## config.mk

```make
export PLATFORM = sky130hd
export DESIGN_NAME = dnu_iter_rqst_fsm_flat
export DESIGN_NICKNAME = d
export VERILOG_FILES = /design/src/rtl/dnu_ctrl_pkg.sv /design/src/rtl/dnu_iter_rqst_fsm_if.sv /design/src/rtl/hs_timeout_cnt.sv /design/src/rtl/dnu_iter_rqst_fsm.sv /design/src/flat_wrapper.sv
export SDC_FILE = /design/constraint.sdc
export NUM_CORES = 1
export LEC_CHECK = 0
export ABC_AREA = 1
export CORE_ASPECT_RATIO = 1.25
export CORE_UTILIZATION = 28
export DETAILED_ROUTE_END_ITERATION = 10
export HOLD_SLACK_MARGIN = 0.12
export PLACE_DENSITY = 0.56
export SLEW_MARGIN = 15
export SYNTH_ARGS = -nofsm -noshare
export SYNTH_HDL_FRONTEND = slang
export SYNTH_HIERARCHICAL = 1
export SYNTH_SLANG_ARGS = --single-unit
```

## constraint.sdc

```tcl
create_clock -name sys_clk -period 2.1 [get_ports sys_clk]
set_clock_uncertainty 0.15 [all_clocks]
set_input_delay 0.525 -clock sys_clk [delete_from_list [all_inputs] [get_ports sys_clk]]
set_output_delay 0.525 -clock sys_clk [all_outputs]
set_load 0.05 [all_outputs]
```

## src/rtl/dnu_ctrl_pkg.sv

```systemverilog
// dnu_ctrl_pkg: state and writer-status codes shared by the
// iteration-request initiator and the DNU write FSMs.
package dnu_ctrl_pkg;

  typedef enum logic [2:0] {
    S_IDLE    = 3'b000,
    S_RQST    = 3'b001,
    S_HOLD    = 3'b010,
    S_RELEASE = 3'b011,
    S_DECODE  = 3'b100,
    S_TERM    = 3'b101,
    S_DONE    = 3'b110
  } state_t;

  localparam logic [1:0] BUSY_IDLE = 2'b00;
  localparam logic [1:0] BUSY_LOAD = 2'b01;
  localparam logic [1:0] BUSY_FIN  = 2'b10;
  localparam logic [1:0] BUSY_ILL  = 2'b11;

endpackage

```

## src/rtl/dnu_iter_rqst_fsm_if.sv

```systemverilog
// dnu_iter_rqst_fsm_if: reload handshake between initiator (master)
// and writer (slave): iter_rqst, iter_termination out; wr_busy back.
interface dnu_iter_rqst_fsm_if;

  logic       iter_rqst;
  logic       iter_termination;
  logic [1:0] wr_busy;

  modport master (
    output iter_rqst,
    output iter_termination,
    input  wr_busy
  );

  modport slave (
    input  iter_rqst,
    input  iter_termination,
    output wr_busy
  );

endinterface

```

## src/rtl/hs_timeout_cnt.sv

```systemverilog
// hs_timeout_cnt: clearable enabled counter; tc high at TIMEOUT-1.
// Ports: clk, rstn (sync, low), clr, en in; tc out.
module hs_timeout_cnt #(
  parameter int  TIMEOUT = 256,
  localparam int W       = $clog2(TIMEOUT)
) (
  input  logic clk,
  input  logic rstn,
  input  logic clr,
  input  logic en,
  output logic tc
);

  logic [W-1:0] cnt;

  assign tc = (cnt == W'(TIMEOUT - 1));

  // Holds at terminal count so tc stays asserted until cleared.
  always_ff @(posedge clk) begin
    if (!rstn)
      cnt <= '0;
    else if (clr)
      cnt <= '0;
    else if (en && !tc)
      cnt <= cnt + W'(1);
  end

endmodule

```

## src/rtl/dnu_iter_rqst_fsm.sv

```systemverilog
// dnu_iter_rqst_fsm: per-iteration reload request, verdict wait and
// termination. Ports: sys_clk, rstn, decode/syndrome in; wr bus; status out.
module dnu_iter_rqst_fsm
  import dnu_ctrl_pkg::*;
#(
  parameter int  MAX_ITER = 10,
  parameter int  TIMEOUT  = 256,
  localparam int ITER_W   = $clog2(MAX_ITER + 1)
) (
  input  logic                sys_clk,
  input  logic                rstn,
  input  logic                decode_start,
  input  logic                syndrome_valid,
  input  logic                syndrome_pass,
  dnu_iter_rqst_fsm_if.master wr,
  output logic [ITER_W-1:0]   iter_cnt,
  output logic                decode_done,
  output logic                decode_fail,
  output logic                timeout_err,
  output logic [2:0]          state
);

  state_t              cur;
  state_t              nxt;
  logic                fail_q;
  logic                fail_d;
  logic                terr_d;
  logic [ITER_W-1:0]   iter_d;
  logic                hs;
  logic                tmo_tc;
  logic                tmo_clr;
  logic                abort;

  assign hs = (cur == S_RQST) || (cur == S_HOLD) ||
              (cur == S_RELEASE);

  // Illegal writer status is handled exactly like a timeout.
  assign abort = (hs && tmo_tc) ||
                 ((hs || cur == S_DECODE) &&
                  wr.wr_busy == BUSY_ILL);

  assign tmo_clr = (nxt == S_RQST) && (cur != S_RQST);

  hs_timeout_cnt #(.TIMEOUT(TIMEOUT)) u_tmo (
    .clk  (sys_clk),
    .rstn (rstn),
    .clr  (tmo_clr),
    .en   (hs),
    .tc   (tmo_tc)
  );

  always_comb begin
    nxt    = cur;
    iter_d = iter_cnt;
    fail_d = fail_q;
    terr_d = timeout_err;
    if (abort) begin
      nxt    = S_TERM;
      fail_d = 1'b1;
      terr_d = 1'b1;
    end else begin
      unique case (cur)
        S_IDLE: begin
          if (decode_start) begin
            nxt    = S_RQST;
            iter_d = '0;
            fail_d = 1'b0;
            terr_d = 1'b0;
          end
        end
        S_RQST: begin
          unique case (1'b1)
            wr.wr_busy == BUSY_LOAD: nxt = S_HOLD;
            wr.wr_busy == BUSY_FIN:  nxt = S_RELEASE;
            default:                 nxt = S_RQST;
          endcase
        end
        S_HOLD: begin
          if (wr.wr_busy == BUSY_FIN)
            nxt = S_RELEASE;
        end
        S_RELEASE: begin
          if (wr.wr_busy == BUSY_IDLE)
            nxt = S_DECODE;
        end
        S_DECODE: begin
          if (syndrome_valid) begin
            if (syndrome_pass) begin
              nxt    = S_TERM;
              fail_d = 1'b0;
            end else begin
              if (iter_cnt != ITER_W'(MAX_ITER))
                iter_d = iter_cnt + ITER_W'(1);
              if (iter_cnt >= ITER_W'(MAX_ITER - 1)) begin
                nxt    = S_TERM;
                fail_d = 1'b1;
              end else begin
                nxt = S_RQST;
              end
            end
          end
        end
        S_TERM:  nxt = S_DONE;
        S_DONE:  nxt = S_IDLE;
        default: nxt = S_IDLE;
      endcase
    end
  end

  always_ff @(posedge sys_clk) begin
    if (!rstn) begin
      cur         <= S_IDLE;
      iter_cnt    <= '0;
      fail_q      <= 1'b0;
      timeout_err <= 1'b0;
    end else begin
      cur         <= nxt;
      iter_cnt    <= iter_d;
      fail_q      <= fail_d;
      timeout_err <= terr_d;
    end
  end

  assign wr.iter_rqst        = (cur == S_RQST) || (cur == S_HOLD);
  assign wr.iter_termination = (cur == S_TERM);
  assign decode_done         = (cur == S_DONE) && !fail_q;
  assign decode_fail         = (cur == S_DONE) && fail_q;
  assign state               = cur;

endmodule

```

## src/flat_wrapper.sv

```systemverilog
// flat-port wrapper written by rule: the top's interface ports become plain ports
module dnu_iter_rqst_fsm_flat import dnu_ctrl_pkg::*;
#(
  parameter int  MAX_ITER = 10,
  parameter int  TIMEOUT  = 256,
  localparam int ITER_W   = $clog2(MAX_ITER + 1)
)
  (sys_clk, rstn, decode_start, syndrome_valid, syndrome_pass, iter_cnt, decode_done, decode_fail, timeout_err, state, wr_iter_rqst, wr_iter_termination, wr_wr_busy);
  dnu_iter_rqst_fsm_if wr_i ();
  input  logic sys_clk;
  input  logic rstn;
  input  logic decode_start;
  input  logic syndrome_valid;
  input  logic syndrome_pass;
  output logic [ITER_W-1:0] iter_cnt;
  output logic decode_done;
  output logic decode_fail;
  output logic timeout_err;
  output logic [2:0] state;
  output wire logic [$bits(wr_i.iter_rqst)-1:0] wr_iter_rqst;
  output wire logic [$bits(wr_i.iter_termination)-1:0] wr_iter_termination;
  input wire logic [$bits(wr_i.wr_busy)-1:0] wr_wr_busy;
  assign wr_iter_rqst = wr_i.iter_rqst;
  assign wr_iter_termination = wr_i.iter_termination;
  assign wr_i.wr_busy = wr_wr_busy;
  dnu_iter_rqst_fsm #(.MAX_ITER(MAX_ITER), .TIMEOUT(TIMEOUT)) u_core (.sys_clk(sys_clk), .rstn(rstn), .decode_start(decode_start), .syndrome_valid(syndrome_valid), .syndrome_pass(syndrome_pass), .wr(wr_i), .iter_cnt(iter_cnt), .decode_done(decode_done), .decode_fail(decode_fail), .timeout_err(timeout_err), .state(state));
endmodule
```

==> impl_metrics.json <==
{
  "cts_root_buf": "clkbuf_8",
  "p_int_w": 0.0007730,
  "synth_seq_cells": 17,
  "instances_no_fill": 277,
  "worst_slew_pin_slew_ns": 0.3453,
  "portBuffers": 18,
  "slowest_delay_ns": 0.53,
  "power_density_mw_per_mm2": 810.5,
  "antenna_found_initial": 0,
  "critPathBufInv": 1,
  "avgSynthCellArea_um2": 6.541,
  "p_seq_share_pct": 31.1,
  "min_period_ns": 2.009,
  "synth_edf_count": 0,
  "slowest_stage": "dfxtp_1",
  "slew_headroom_pct": 76.95,
  "detail-route-antenna-nets": 0,
  "clock.fmax_mhz": 497.8,
  "fin_nets": 238,
  "ys.flop_type": "dfxtp_1",
  "yosysWarnings": 6,
  "die_area_mm2": 0.004686,
  "wl_um": 2772,
  "viasPerCell": 4.433,
  "synth.area.top_cells": "dfxtp_1 (28%), nand2_1 (13%), inv_1 (10%)",
  "yosysSeqAreaShare_pct": 27.53,
  "ys_types": 24,
  "slew_violations": 0,
  "p_switching_w": 0.0005848,
  "dp_cells": 272,
  "clock_sinks": 17,
  "grt_pass1_wl_um": 4664,
  "firstDrtPassIters": 4,
  "cts-buffers-inserted": 3,
  "startpoint_type": "register",
  "hpwlAfterDp_um": 2184,
  "netlist_area_mm2": 0.001236,
  "wl_per_cell_um": 10.01,
  "hold_viol_final": 0,
  "track_usage_pct": 12.92,
  "critPathTopFamily": "flip-flops",
  "synth_most_common_cell": "nand2_1",
  "drtIter0Drc": 15,
  "fin_ws_ns": 0.09132,
  "cp_data_arrival_time_ns": 1.33,
  "status": "finished, final reports clean",
  "dr_total_vias": 1228,
  "clock_path_buffers": 2,
  "power_leakage_nw": 0.8452,
  "die_w_um": 61.43,
  "register_area_um2": 344.1,
  "gp_congestion": 0.7990,
  "worstSetupPathType": "reg2out",
  "cap_viol_max_count": 0,
  "p_total_w": 0.001358,
  "path_clk_slew_ns": 0.07,
  "max-vdd-ir-drop_mv": 0.3962,
  "yosysTopAreaCell": "dfxtp_1",
  "synthArstFlopShare_pct": 0,
  "drc": 0,
  "hold_path_class": "reg2reg",
  "multiInputGateArea_um2": 755.7,
  "grt_pass1_vias": 1091,
  "ctsHoldBuffers": 0,
  "cts_tree": "yes",
  "p_comb_share_pct": 50.4,
  "path_cells": "nand3_1 > nor2_1 > buf_12",
  "drive_gt1_share_pct": 23.53,
  "post-route-period-util_pct": 95.65,
  "switching_share_pct": 43.07,
  "final-setup-viol-count": 0,
  "clock_tree.htree_level_count": 1,
  "pre_cts_ws_ns": -0.3431,
  "rsz0062_at_grt": "yes",
  "overflow": 0,
  "clkLatencyLatePin_ns": 0.25,
  "synth_top_area_share_pct": 27.53,
  "io_pins": 19,
  "start_util_pct": 29.69,
  "grt_max_degree": 11,
  "rrSetupSlack_ns": 0.16,
  "diodes": 0,
  "num-fill-cells": 472,
  "synth_cells": 189,
  "postLayoutCoreUtil_pct": 40.23,
  "required_ns": 1.42,
  "area.growth.synth_to_final_pct": 35.53,
  "coreArea_mm2": 0.004164,
  "synth_common_cells": "nand2_1 (43), inv_1 (33), nor2_1 (24), nand3_1 (19), dfxtp_1 (17)",
  "dieHeight_um": 76.29,
  "tns_ns": 0,
  "cp-end-kind": "primary output",
  "critical_path.max_fanout": 8,
  "pwr-share-clk_pct": 18.5,
  "synth_nets": 205,
  "std_cell_rows": 26
}
## power groups by stage
stage          Sequential [W]  Combinational (W)  Clock [W]
2_1_floorplan        0.000490           0.000371          0
3_3_place_gp         0.000430           0.000655          0
3_5_place_dp         0.000429           0.000656          0
4_1_cts              0.000421           0.000677   0.000264
5_1_grt              0.000430           0.000754   0.000274
6_report             0.000422           0.000685   0.000252
## per-stage QoR
stage / cell area, µm² / hold WS (ns)
floorplan: 1241 / 0.3053
global placement: 1600 / 0.3140
detailed placement: 1600 / 0.3166
CTS: 1657 / 0.3271
global route: 1675 / 0.3657
finish: 1675 / 0.3244
## timing repair
item                       4_1_cts  5_1_grt
setup buffers                    0        1
gates resized for setup          3        5
pin swaps                        1        6
setup endpoints to repair        8       11
## cells in the final DEF, fill, tap and decap left out, types with 2 or more instances in the layout
master and n:
nor2_2 3, dfxtp_2 3, nor2_4 2, nor2_1 23, nor2_8 2, nand3_1 18
inv_2 3, buf_4 18, a21oi_1 12, buf_12 6, nand2_1 42, dfxtp_1 14
dlymetal6s2s_1 2, clkdlybuf4s50_1 4, ha_1 8, inv_1 33, nand3_2 3, clkbuf_8 3
nand2_2 5, nand4_1 6
## worst register-to-register path, delay by kind of cell (launching register included)
family                   cells  cell delay (ns)
flip-flops                   1             0.39
AND/OR/NAND/NOR              8             0.80
AO/OA/AOI/OAI                2             0.24
buffers and inverters        1             0.05
adder cells (fa/ha/maj)      1             0.24
## cells by family (layout without fill, tap and decap cells)
kind of cell    after synthesis  after routing  synth area share [%]
buf+inv                      39             71                 12.75
flops                        17             17                 27.53
compound gates               16             16                 6.883
fa+ha+maj                     9              9                 9.109
simple gates                108            108                 43.72
## routing by layer
metal	vias to the layer above	global-route usage, %	share of wire, %
li1	654	-	-
met1	544	16.67	47
met4	0	6.000	2.3
met5	-	0	0
met2	24	20.54	47
met3	6	1.868	3.1
## flip-flops by register name, indices dropped and copies added (netlist names)
signal,flops
u_core/fail_q,1
u_core/iter_cnt,4
u_core/state,3
u_core/timeout_err,1
u_core/u_tmo/cnt,8
## final cells by class
cell class	instances	area share (%)
inverters	37	8.290
clock inverters	1	0.2987
clock buffers	3	2.465
well taps	56	4.182
multi-input cells	133	45.11
repair buffers	30	19.12
flip-flops and latches	17	20.54
## path summary, 6_finish.rpt
check | startpoint | end | depth (start not counted)
worst min-delay path | u_core/u_tmo/cnt[5] | u_core/u_tmo/cnt[5] | 2
worst min register to register | u_core/u_tmo/cnt[5] | u_core/u_tmo/cnt[5] | 2
worst max register to register | u_core/u_tmo/cnt[0] | u_core/u_tmo/cnt[5] | 12
worst max-delay path | u_core/state[2] | decode_fail | 3
Note: power is estimated with default switching activity, not from simulation.
